### config.mk
export PLATFORM = sky130hd
export DESIGN_NAME = mem_bus_arbiter
export DESIGN_NICKNAME = d
export VERILOG_FILES = /design/src/rtl/mem_bus_pkg.sv /design/src/rtl/spi_req_latch.sv /design/src/rtl/mem_bus_arbiter.sv
export SDC_FILE = /design/constraint.sdc
export NUM_CORES = 1
export LEC_CHECK = 0
export BUFFER_PORTS_ARGS = -buffer_cell sky130_fd_sc_hd__buf_4
export CORE_MARGIN = 2
export CORE_UTILIZATION = 50
export DETAILED_ROUTE_END_ITERATION = 10
export GPL_ROUTABILITY_DRIVEN = 0
export GPL_TIMING_DRIVEN = 1
export PLACE_DENSITY = 0.79
export SLEW_MARGIN = 40
export SYNTH_ARGS = -nofsm -noshare
export SYNTH_HDL_FRONTEND = slang
export SYNTH_SLANG_ARGS = --single-unit
### constraint.sdc
create_clock -name clk -period 8.7 [get_ports clk]
set_input_delay 1.305 -clock clk [delete_from_list [all_inputs] [get_ports clk]]
set_output_delay 1.305 -clock clk [all_outputs]
set_load 0.01 [all_outputs]
### src/rtl/mem_bus_pkg.sv
// Shared types for the CPU/SPI memory-port arbiter: FSM states, grant owner,
// wait-counter width and the big-endian byte-lane helpers.
package mem_bus_pkg;

   localparam int unsigned C_WAIT_W = 4;

   typedef enum logic [1:0] {
      ST_IDLE,
      ST_CPU_ACC,
      ST_CPU_HOLD,
      ST_SPI_ACC
   } state_t;

   typedef enum logic {
      GNT_CPU,
      GNT_SPI
   } grant_t;

   // Even byte addresses live in the upper lane (68k big-endian layout).
   function automatic logic [7:0] sel_byte(input logic [15:0] word, input logic odd);
      return odd ? word[7:0] : word[15:8];
   endfunction

   function automatic logic [1:0] byte_lanes(input logic odd);
      return odd ? 2'b01 : 2'b10;
   endfunction

endpackage

### src/rtl/spi_req_latch.sv
// Holds one outstanding SPI byte request; requests arriving while one is
// outstanding are dropped and flagged with a single-cycle overrun pulse.
module spi_req_latch
   import mem_bus_pkg::*;
#(
   parameter int unsigned c_spi_aw = 24
) (
   input  logic                clk,
   input  logic                reset,
   input  logic                i_wr,
   input  logic                i_rd,
   input  logic [c_spi_aw-1:0] i_addr,
   input  logic [7:0]          i_wdata,
   input  logic                i_done,
   output logic                o_busy,
   output logic                o_overrun,
   output logic                o_we,
   output logic [c_spi_aw-1:0] o_addr,
   output logic [7:0]          o_wdata
);

   logic                w_req;
   logic                r_busy;
   logic                r_overrun;
   logic                r_we;
   logic [c_spi_aw-1:0] r_addr;
   logic [7:0]          r_wdata;

   assign w_req = i_wr | i_rd;

   always_ff @(posedge clk or posedge reset) begin
      if (reset) begin
         r_busy    <= 1'b0;
         r_overrun <= 1'b0;
         r_we      <= 1'b0;
         r_addr    <= '0;
         r_wdata   <= '0;
      end else begin
         r_overrun <= w_req & r_busy;
         if (!r_busy && w_req) begin
            r_busy  <= 1'b1;
            r_we    <= i_wr;
            r_addr  <= i_addr;
            r_wdata <= i_wdata;
         end else if (i_done) begin
            r_busy <= 1'b0;
         end
      end
   end

   assign o_busy    = r_busy;
   assign o_overrun = r_overrun;
   assign o_we      = r_we;
   assign o_addr    = r_addr;
   assign o_wdata   = r_wdata;

endmodule

### src/rtl/mem_bus_arbiter.sv
// Shares one 16-bit single-port memory between the 68k bus and the SPI loader,
// generating DTACKn with programmable wait states and round-robin arbitration.
module mem_bus_arbiter
   import mem_bus_pkg::*;
#(
   parameter int unsigned c_mem_aw = 15,
   parameter int unsigned c_spi_aw = 24,
   parameter int unsigned c_wait   = 1
) (
   input  logic                clk,
   input  logic                reset,
   input  logic                cpu_sel,
   input  logic                cpu_as_n,
   input  logic                cpu_rw,
   input  logic                cpu_uds_n,
   input  logic                cpu_lds_n,
   input  logic [23:1]         cpu_addr,
   input  logic [15:0]         cpu_wdata,
   output logic [15:0]         cpu_rdata,
   output logic                cpu_dtack_n,
   input  logic                spi_wr,
   input  logic                spi_rd,
   input  logic [c_spi_aw-1:0] spi_addr,
   input  logic [7:0]          spi_wdata,
   output logic [7:0]          spi_rdata,
   output logic                spi_ack,
   output logic                spi_busy,
   output logic                spi_overrun,
   output logic                mem_en,
   output logic                mem_we,
   output logic                mem_ub,
   output logic                mem_lb,
   output logic [c_mem_aw-1:0] mem_addr,
   output logic [15:0]         mem_wdata,
   input  logic [15:0]         mem_rdata
);

   localparam logic [C_WAIT_W-1:0] C_LAST = C_WAIT_W'(c_wait);

   state_t              r_state;
   grant_t              r_last;
   logic [C_WAIT_W-1:0] r_cnt;
   logic                r_dtack_n;
   logic [15:0]         r_cpu_rdata;
   logic [7:0]          r_spi_rdata;
   logic                r_spi_ack;
   logic                r_mem_en;
   logic                r_mem_we;
   logic                r_mem_ub;
   logic                r_mem_lb;
   logic [c_mem_aw-1:0] r_mem_addr;
   logic [15:0]         r_mem_wdata;

   logic                w_cpu_req;
   logic                w_spi_busy;
   logic                w_spi_we;
   logic [c_spi_aw-1:0] w_spi_addr;
   logic [7:0]          w_spi_wdata;
   logic                w_spi_done;
   logic                w_acc_last;
   logic                w_unused;

   assign w_cpu_req  = !cpu_as_n && cpu_sel && (!cpu_uds_n || !cpu_lds_n);
   assign w_acc_last = (r_cnt == C_LAST);
   assign w_spi_done = (r_state == ST_SPI_ACC) && w_acc_last;
   assign w_unused   = &{1'b0, cpu_addr, w_spi_addr};

   spi_req_latch #(
      .c_spi_aw (c_spi_aw)
   ) u_spi_req (
      .clk       (clk),
      .reset     (reset),
      .i_wr      (spi_wr),
      .i_rd      (spi_rd),
      .i_addr    (spi_addr),
      .i_wdata   (spi_wdata),
      .i_done    (w_spi_done),
      .o_busy    (w_spi_busy),
      .o_overrun (spi_overrun),
      .o_we      (w_spi_we),
      .o_addr    (w_spi_addr),
      .o_wdata   (w_spi_wdata)
   );

   // Memory strobes are registered on entry to an access state and cleared on
   // exit, so they are high exactly while the FSM sits in CPU_ACC or SPI_ACC.
   always_ff @(posedge clk or posedge reset) begin
      if (reset) begin
         r_state     <= ST_IDLE;
         r_last      <= GNT_SPI;
         r_cnt       <= '0;
         r_dtack_n   <= 1'b1;
         r_cpu_rdata <= '0;
         r_spi_rdata <= '0;
         r_spi_ack   <= 1'b0;
         r_mem_en    <= 1'b0;
         r_mem_we    <= 1'b0;
         r_mem_ub    <= 1'b0;
         r_mem_lb    <= 1'b0;
         r_mem_addr  <= '0;
         r_mem_wdata <= '0;
      end else begin
         r_spi_ack <= 1'b0;
         case (r_state)
            ST_IDLE: begin
               r_cnt <= '0;
               if (w_spi_busy && (r_last == GNT_CPU || !w_cpu_req)) begin
                  r_state                <= ST_SPI_ACC;
                  r_mem_en               <= 1'b1;
                  r_mem_we               <= w_spi_we;
                  {r_mem_ub, r_mem_lb}   <= byte_lanes(w_spi_addr[0]);
                  r_mem_addr             <= w_spi_addr[c_mem_aw:1];
                  r_mem_wdata            <= {w_spi_wdata, w_spi_wdata};
               end else if (w_cpu_req) begin
                  r_state     <= ST_CPU_ACC;
                  r_mem_en    <= 1'b1;
                  r_mem_we    <= !cpu_rw;
                  r_mem_ub    <= !cpu_uds_n;
                  r_mem_lb    <= !cpu_lds_n;
                  r_mem_addr  <= cpu_addr[c_mem_aw:1];
                  r_mem_wdata <= cpu_wdata;
               end
            end

            ST_CPU_ACC: begin
               r_mem_we <= 1'b0;
               if (cpu_as_n || w_acc_last) begin
                  r_mem_en    <= 1'b0;
                  r_mem_ub    <= 1'b0;
                  r_mem_lb    <= 1'b0;
                  r_mem_addr  <= '0;
                  r_mem_wdata <= '0;
               end
               if (cpu_as_n) begin
                  r_state <= ST_IDLE;
               end else if (w_acc_last) begin
                  if (cpu_rw) begin
                     r_cpu_rdata <= mem_rdata;
                  end
                  r_dtack_n <= 1'b0;
                  r_last    <= GNT_CPU;
                  r_state   <= ST_CPU_HOLD;
               end else begin
                  r_cnt <= r_cnt + C_WAIT_W'(1);
               end
            end

            ST_CPU_HOLD: begin
               if (cpu_as_n) begin
                  r_dtack_n <= 1'b1;
                  r_state   <= ST_IDLE;
               end
            end

            ST_SPI_ACC: begin
               r_mem_we <= 1'b0;
               if (w_acc_last) begin
                  r_spi_rdata <= sel_byte(mem_rdata, w_spi_addr[0]);
                  r_spi_ack   <= 1'b1;
                  r_last      <= GNT_SPI;
                  r_state     <= ST_IDLE;
                  r_mem_en    <= 1'b0;
                  r_mem_ub    <= 1'b0;
                  r_mem_lb    <= 1'b0;
                  r_mem_addr  <= '0;
                  r_mem_wdata <= '0;
               end else begin
                  r_cnt <= r_cnt + C_WAIT_W'(1);
               end
            end

            default: begin
               r_state <= ST_IDLE;
            end
         endcase
      end
   end

   assign cpu_rdata   = r_cpu_rdata;
   assign cpu_dtack_n = r_dtack_n;
   assign spi_rdata   = r_spi_rdata;
   assign spi_ack     = r_spi_ack;
   assign spi_busy    = w_spi_busy;
   assign mem_en      = r_mem_en;
   assign mem_we      = r_mem_we;
   assign mem_ub      = r_mem_ub;
   assign mem_lb      = r_mem_lb;
   assign mem_addr    = r_mem_addr;
   assign mem_wdata   = r_mem_wdata;

endmodule
# Word level (Yosys, flattened, before mapping)
# Index checks and enable logic that the tools add are counted.
[totals]
memories = 0
rom_bits = 0
word_cells = 108
latch_bits = 0
ram_bits = 0
reg_bits = 95
[op_classes]
n_bitwise = 4
mul = 0
n_lt_le_gt_ge = 0
eq_ne = 11
n_shift = 0
div_mod_pow = 0
muxes = 45
n_reduce_logical = 29
addsub = 1
[op_table]
columns = ["cell", "count"]
rows = [
  ["$mux 16", 4],
  ["$mux 15", 4],
  ["$pmux 16 s3", 1],
  ["$pmux 15 s3", 1],
  ["$reduce_and 4->1", 5],
  ["$mux 1", 17],
  ["$mux 2", 7],
  ["$pmux 4 s3", 1],
  ["$ne 2x2->1 const B", 5],
  ["$pmux 1 s3", 3],
  ["$mux 4", 2],
  ["$mux 8", 1],
  ["$pmux 2 s4", 1],
  ["$reduce_bool 2->1", 4],
  ["$logic_not 1->1", 6],
  ["$ne 3x3->1 const B", 2],
  ["$pmux 1 s2", 3],
  ["$reduce_and 2->1", 3],
  ["$logic_and 1x1->1", 5],
  ["$add 4x1->4 const B", 1],
  ["$eq 2x2->1 const B", 2],
  ["$eq 4x1->1 const B", 1],
  ["$logic_or 1x1->1", 3],
  ["$reduce_bool 3->1", 1],
  ["6 further kinds", 7],
]

# Logic depth before layout (Yosys ltp)
[depth]
depth_word = 8
ltp_mapped = 7

# By module
# From an unflattened synthesis, not the netlist that was laid out.
[unflattened]
cells_unflattened = 336
area_unflattened_um2 = 4743.3
[modules_own_cells]
columns = ["module", "n_inst", "cells_each", "area_each_um2"]
rows = [
  ["mem_bus_arbiter", 1, 257, 3299.4],
  ["spi_req_latch", 1, 79, 1443.9],
]

# Worst setup path after synthesis
# OpenSTA, ideal clock, no wires.
[synth_path]
kind = "input -> register"
from = "input cpu_sel"
to = "register r_mem_addr[0] (netlist: mem_addr[0])"
cell_stages = 5
slack_ns = 6.373
arrival_ns = 2.204
n_path_buf = 1
required_time_ns = 8.577
cell_sequence = "nor2b_1 -> a211o_1 -> nand3b_1 -> buf_2 -> o2bb2ai_1"
[synth_via]
elab_chain_len = 7
elab_cells_between_ends = 9
[synth_lines]
columns = ["element", "line", "text"]
rows = [
  ["from (decl)", "mem_bus_arbiter.sv:12", "input logic cpu_sel,"],
  ["$logic_and 1x1->1 * (2 in series)", "mem_bus_arbiter.sv:63", "assign w_cpu_req = !cpu_as_n && cpu_sel && (!cpu_uds_n || !cpu_lds_n);"],
  ["$logic_not 1->1", "mem_bus_arbiter.sv:107", "if (w_spi_busy && (r_last == GNT_CPU || !w_cpu_req)) begin"],
  ["$logic_or 1x1->1", "mem_bus_arbiter.sv:107", ""],
  ["$logic_and 1x1->1", "mem_bus_arbiter.sv:107", ""],
  ["$ne 3x3->1 (no source line) or $mux 15 (tied branches)", "--", ""],
  ["$reduce_and 4->1 (no source line) or $pmux 15 s3 (tied branches)", "--", ""],
  ["to (signal assigned)", "mem_bus_arbiter.sv:112", "r_mem_addr <= w_spi_addr[c_mem_aw:1];"],
  ["to (signal assigned)", "mem_bus_arbiter.sv:120", "r_mem_addr <= cpu_addr[c_mem_aw:1];"],
  ["to (decl)", "mem_bus_arbiter.sv:51", "logic [c_mem_aw-1:0] r_mem_addr;"],
]
# Every way passes the cells marked *; elsewhere a longest branch is shown, timed or not.
# A chain may end at the register's enable or synchronous reset.

# Worst setup path after layout
[layout_path]
from = "input cpu_sel"
to = "register r_mem_ub (netlist: mem_ub)"
[layout_via]
elab_chain_len = 7
elab_cells_between_ends = 9
[layout_lines]
columns = ["element", "line", "text"]
rows = [
  ["$logic_and 1x1->1 * (2 in series)", "mem_bus_arbiter.sv:63", ""],
  ["$logic_not 1->1", "mem_bus_arbiter.sv:107", ""],
  ["$logic_or 1x1->1", "mem_bus_arbiter.sv:107", ""],
  ["$logic_and 1x1->1", "mem_bus_arbiter.sv:107", ""],
  ["$ne 3x3->1 (no source line) or $mux 1 (tied branches)", "--", ""],
  ["$reduce_and 4->1 (no source line) or $pmux 1 s3 (tied branches)", "--", ""],
  ["to (signal assigned)", "mem_bus_arbiter.sv:111", "{r_mem_ub, r_mem_lb} <= byte_lanes(w_spi_addr[0]);"],
  ["to (signal assigned)", "mem_bus_arbiter.sv:118", "r_mem_ub <= !cpu_uds_n;"],
  ["to (decl)", "mem_bus_arbiter.sv:49", "logic r_mem_ub;"],
]
# Marks and branches as above.

==> results.toml <==
[power_and_ir_drop]
power.leakage_nw = 2.80
ir_drop_v = 0.000205
power_density_nw_per_um2 = 368
pwr-share-seq_pct = 38.0
internal-power_mw = 1.27
clock_power_share_pct = 12.8
switching_share_pct = 38.0
p_sw_uw = 777
p_total_mw = 2.04
combPwrFrac_pct = 49.2

[critical_path]
cp_num_buf_inv = 2
cpPeakStageDelay_ns = 0.49
worstSetupEndpoint = "mem_ub$_DFFE_PP0P_"
rr_worst_depth = 5
critPathKind = "in2reg"
required_ns = 8.98
path_cells = "buf_4, nor2b_1, a31oi_4, buf_4, mux2_2, o2bb2ai_1"
endpoint_kind = "flop"
cp.depth = 6
crit_path_frequent_cell = "buf_4"
timing.rr.end = "cpu_rdata[15]$_DFFE_PP0P_"
r2r-start = "r_state[1]$_DFFE_PP0P_"
worstSetupStartpoint = "cpu_sel"
critPathArrivalTime_ns = 3.08
crit_path_top_delay_cell = "a31oi_4"
startpoint_type = "input pin"
cp_max_fo = 24
path_delay_family = "compound AO/OA/AOI/OAI gates"
r2r_slack_ns = 6.36

[finish]
drive_above_1_share_pct = 46.9
syn_to_final_growth_pct = 31.3
utilization_pct = 67.6
fillCellCount = 630
nets = 560
fin_area_sq_um = 5560
final_cell_mix = "buf_4, dfrtp_1, mux2i_1, mux2_2, o2bb2ai_1"
final_common_cell = "buf_4"
fin_cells = 566
n_antenna_cell = 0

[grt]
grt_pass1_wl_um = 14900
grt_max_degree = 43
grt_use_total_pct = 21.2
gr-total-overflow = 0
grt_antenna_before_repair = 0
first_global_vias = 3096

[route]
via_count = 3008
drt_pass1_iterations = 4
wl_um = 9530
viasPerCell = 5.31
wl_met2_um = 4710
drtAntennaViolNets = 0
wl_met3_um = 679
wl_met1_um = 3870
first_iter_violations = 67
detail_route.wl_per_cell_um = 16.8
routed.top_layer = "met4"
drc_errors = 0

[timing]
hold_viol_final = 0
fin_crit_sh_pct = 32.2
period_needed_ns = 2.80
hold-worst-slack_ns = 0.494
final_max_slew_viol_count = 0
rsz0062_at_grt = "no"
tightestPinTransition_ns = 0.717
max_slew_margin_pct = 52.2
tns_ns = 0
setup_viol = 0
fin_ws_ns = 5.90
fin_skew_ns = 0.0128
max_freq_mhz = 357

[placement]
dp.cells = 551
post_dp_cell_area_sq_um = 5380
port_buffers = 142
dp_slack_ns = 5.43
dp_hpwl_um = 6800

[logic_synthesis]
synth-edff-count = 0
ys_seq_elements = 95
synthesis.nets = 418
ys_types = 37
synth_area_sq_um = 4230
syn_area_per_cell_sq_um = 13.4
synthArstFlopShare_pct = 100
ys_seq_area_share_pct = 56.2
syn_inst = 315
yosysWarnings = 0
synthFlopType = "dfrtp_1"

[clock_network]
cts_sinks = 95
post_cts_resized = 0
root_buffer = "clkbuf_8"
postCtsSetupRepairBufs = 0
numCtsBuffers = 9
clk_pin_slew_ns = 0.09
cts_buffer_depth = 2
cts_tree = "done"
clk_latency_ns = 0.35
holdBufCountCts = 0
h-tree-depth = 3

[floorplanning]
core_sq_um = 8220
initial_utilization_pct = 51.5
fp.dieW_um = 96.0
die-area_sq_um = 9220
io_pins = 159
num_rows = 33
fp.dieH_um = 96.0

[run]
maxCapViolations = 0

[run_status]
run_status = "complete, no violations"

[hold_path]
hp-class = "reg2reg"
## layer usage
| layer | up-vias | track usage [%] |
|---|---|---|
| met3 | 19 | 5.64 |
| met2 | 102 | 34.5 |
| met1 | 1468 | 26.3 |
| met5 | - | 0 |
| li1 | 1419 | - |
| met4 | 0 | 10.1 |
## synth_stat cells (all sizes together) (5+ instances only)
master / count / area share [%]
o21ai: 7 / 0.92
o2bb2ai: 34 / 7.0
a21oi: 15 / 1.9
nor2: 14 / 1.3
and3: 5 / 0.74
dfrtp: 93 / 55
inv: 11 / 0.98
mux2i: 43 / 10
mux2: 43 / 12
nand2: 7 / 0.62
buf: 15 / 2.7
ha: 7 / 2.1
## state kept, by name (all words and copies together), names as in the netlist
signal	flops
cpu_dtack_n	1
r_cnt	4
r_state	2
u_spi_req.o_overrun	1
mem_addr	15
spi_ack	1
u_spi_req.o_we	1
cpu_rdata	16
mem_wdata	16
mem_ub	1
u_spi_req.o_busy	1
mem_lb	1
mem_en	1
u_spi_req.o_addr	16
u_spi_req.o_wdata	8
mem_we	1
spi_rdata	8
r_last	1
## power groups by stage
stage	combinational, mW	sequential, mW	clock [mW]
floorplan	0.632	0.810	0
global placement	0.987	0.775	0
detailed placement	1.01	0.783	0
CTS	1.01	0.777	0.270
global route	1.11	0.801	0.289
finish	1.01	0.776	0.263
## final cells by class
cell class / instances / area [sq um] / share of cell area (%)
multi-input cells: 193 / 1710 / 30.8
clock inverters: 4 / 31.3 / 0.563
well taps: 105 / 131 / 2.36
inverters: 11 / 42.5 / 0.766
flip-flops and latches: 95 / 2380 / 42.8
repair buffers: 147 / 1120 / 20.1
clock buffers: 11 / 141 / 2.54
## cell families (layout without fill, tap and decap cells)
kind of cell / count (synthesis) / count (layout) / synth area share [%]
AOI/OAI and AO/OA: 61 / 61 / 10.9
xor gates and xnor gates: 1 / 1 / 0.207
adders and majority gates: 7 / 7 / 2.07
buffers and inverters: 27 / 173 / 3.78
DFF: 95 / 95 / 56.2
muxes: 86 / 86 / 21.7
and+or+nand+nor: 38 / 38 / 5.06
## how the worst min path moves through the flow
stage	from	end	slack (ns)	cells past startpoint
floorplan	r_last$_DFFE_PP1P_	r_last$_DFFE_PP1P_	0.48	2
global placement	mem_addr[4]$_DFFE_PP0P_	mem_addr[4]$_DFFE_PP0P_	0.47	1
detailed placement	mem_wdata[8]$_DFFE_PP0P_	mem_wdata[8]$_DFFE_PP0P_	0.47	1
CTS	mem_wdata[8]$_DFFE_PP0P_	mem_wdata[8]$_DFFE_PP0P_	0.50	1
global route	mem_we$_DFFE_PP0P_	mem_we$_DFFE_PP0P_	0.51	1
finish	mem_wdata[8]$_DFFE_PP0P_	mem_wdata[8]$_DFFE_PP0P_	0.49	1
No activity file was read; power rests on OpenSTA's default activity.
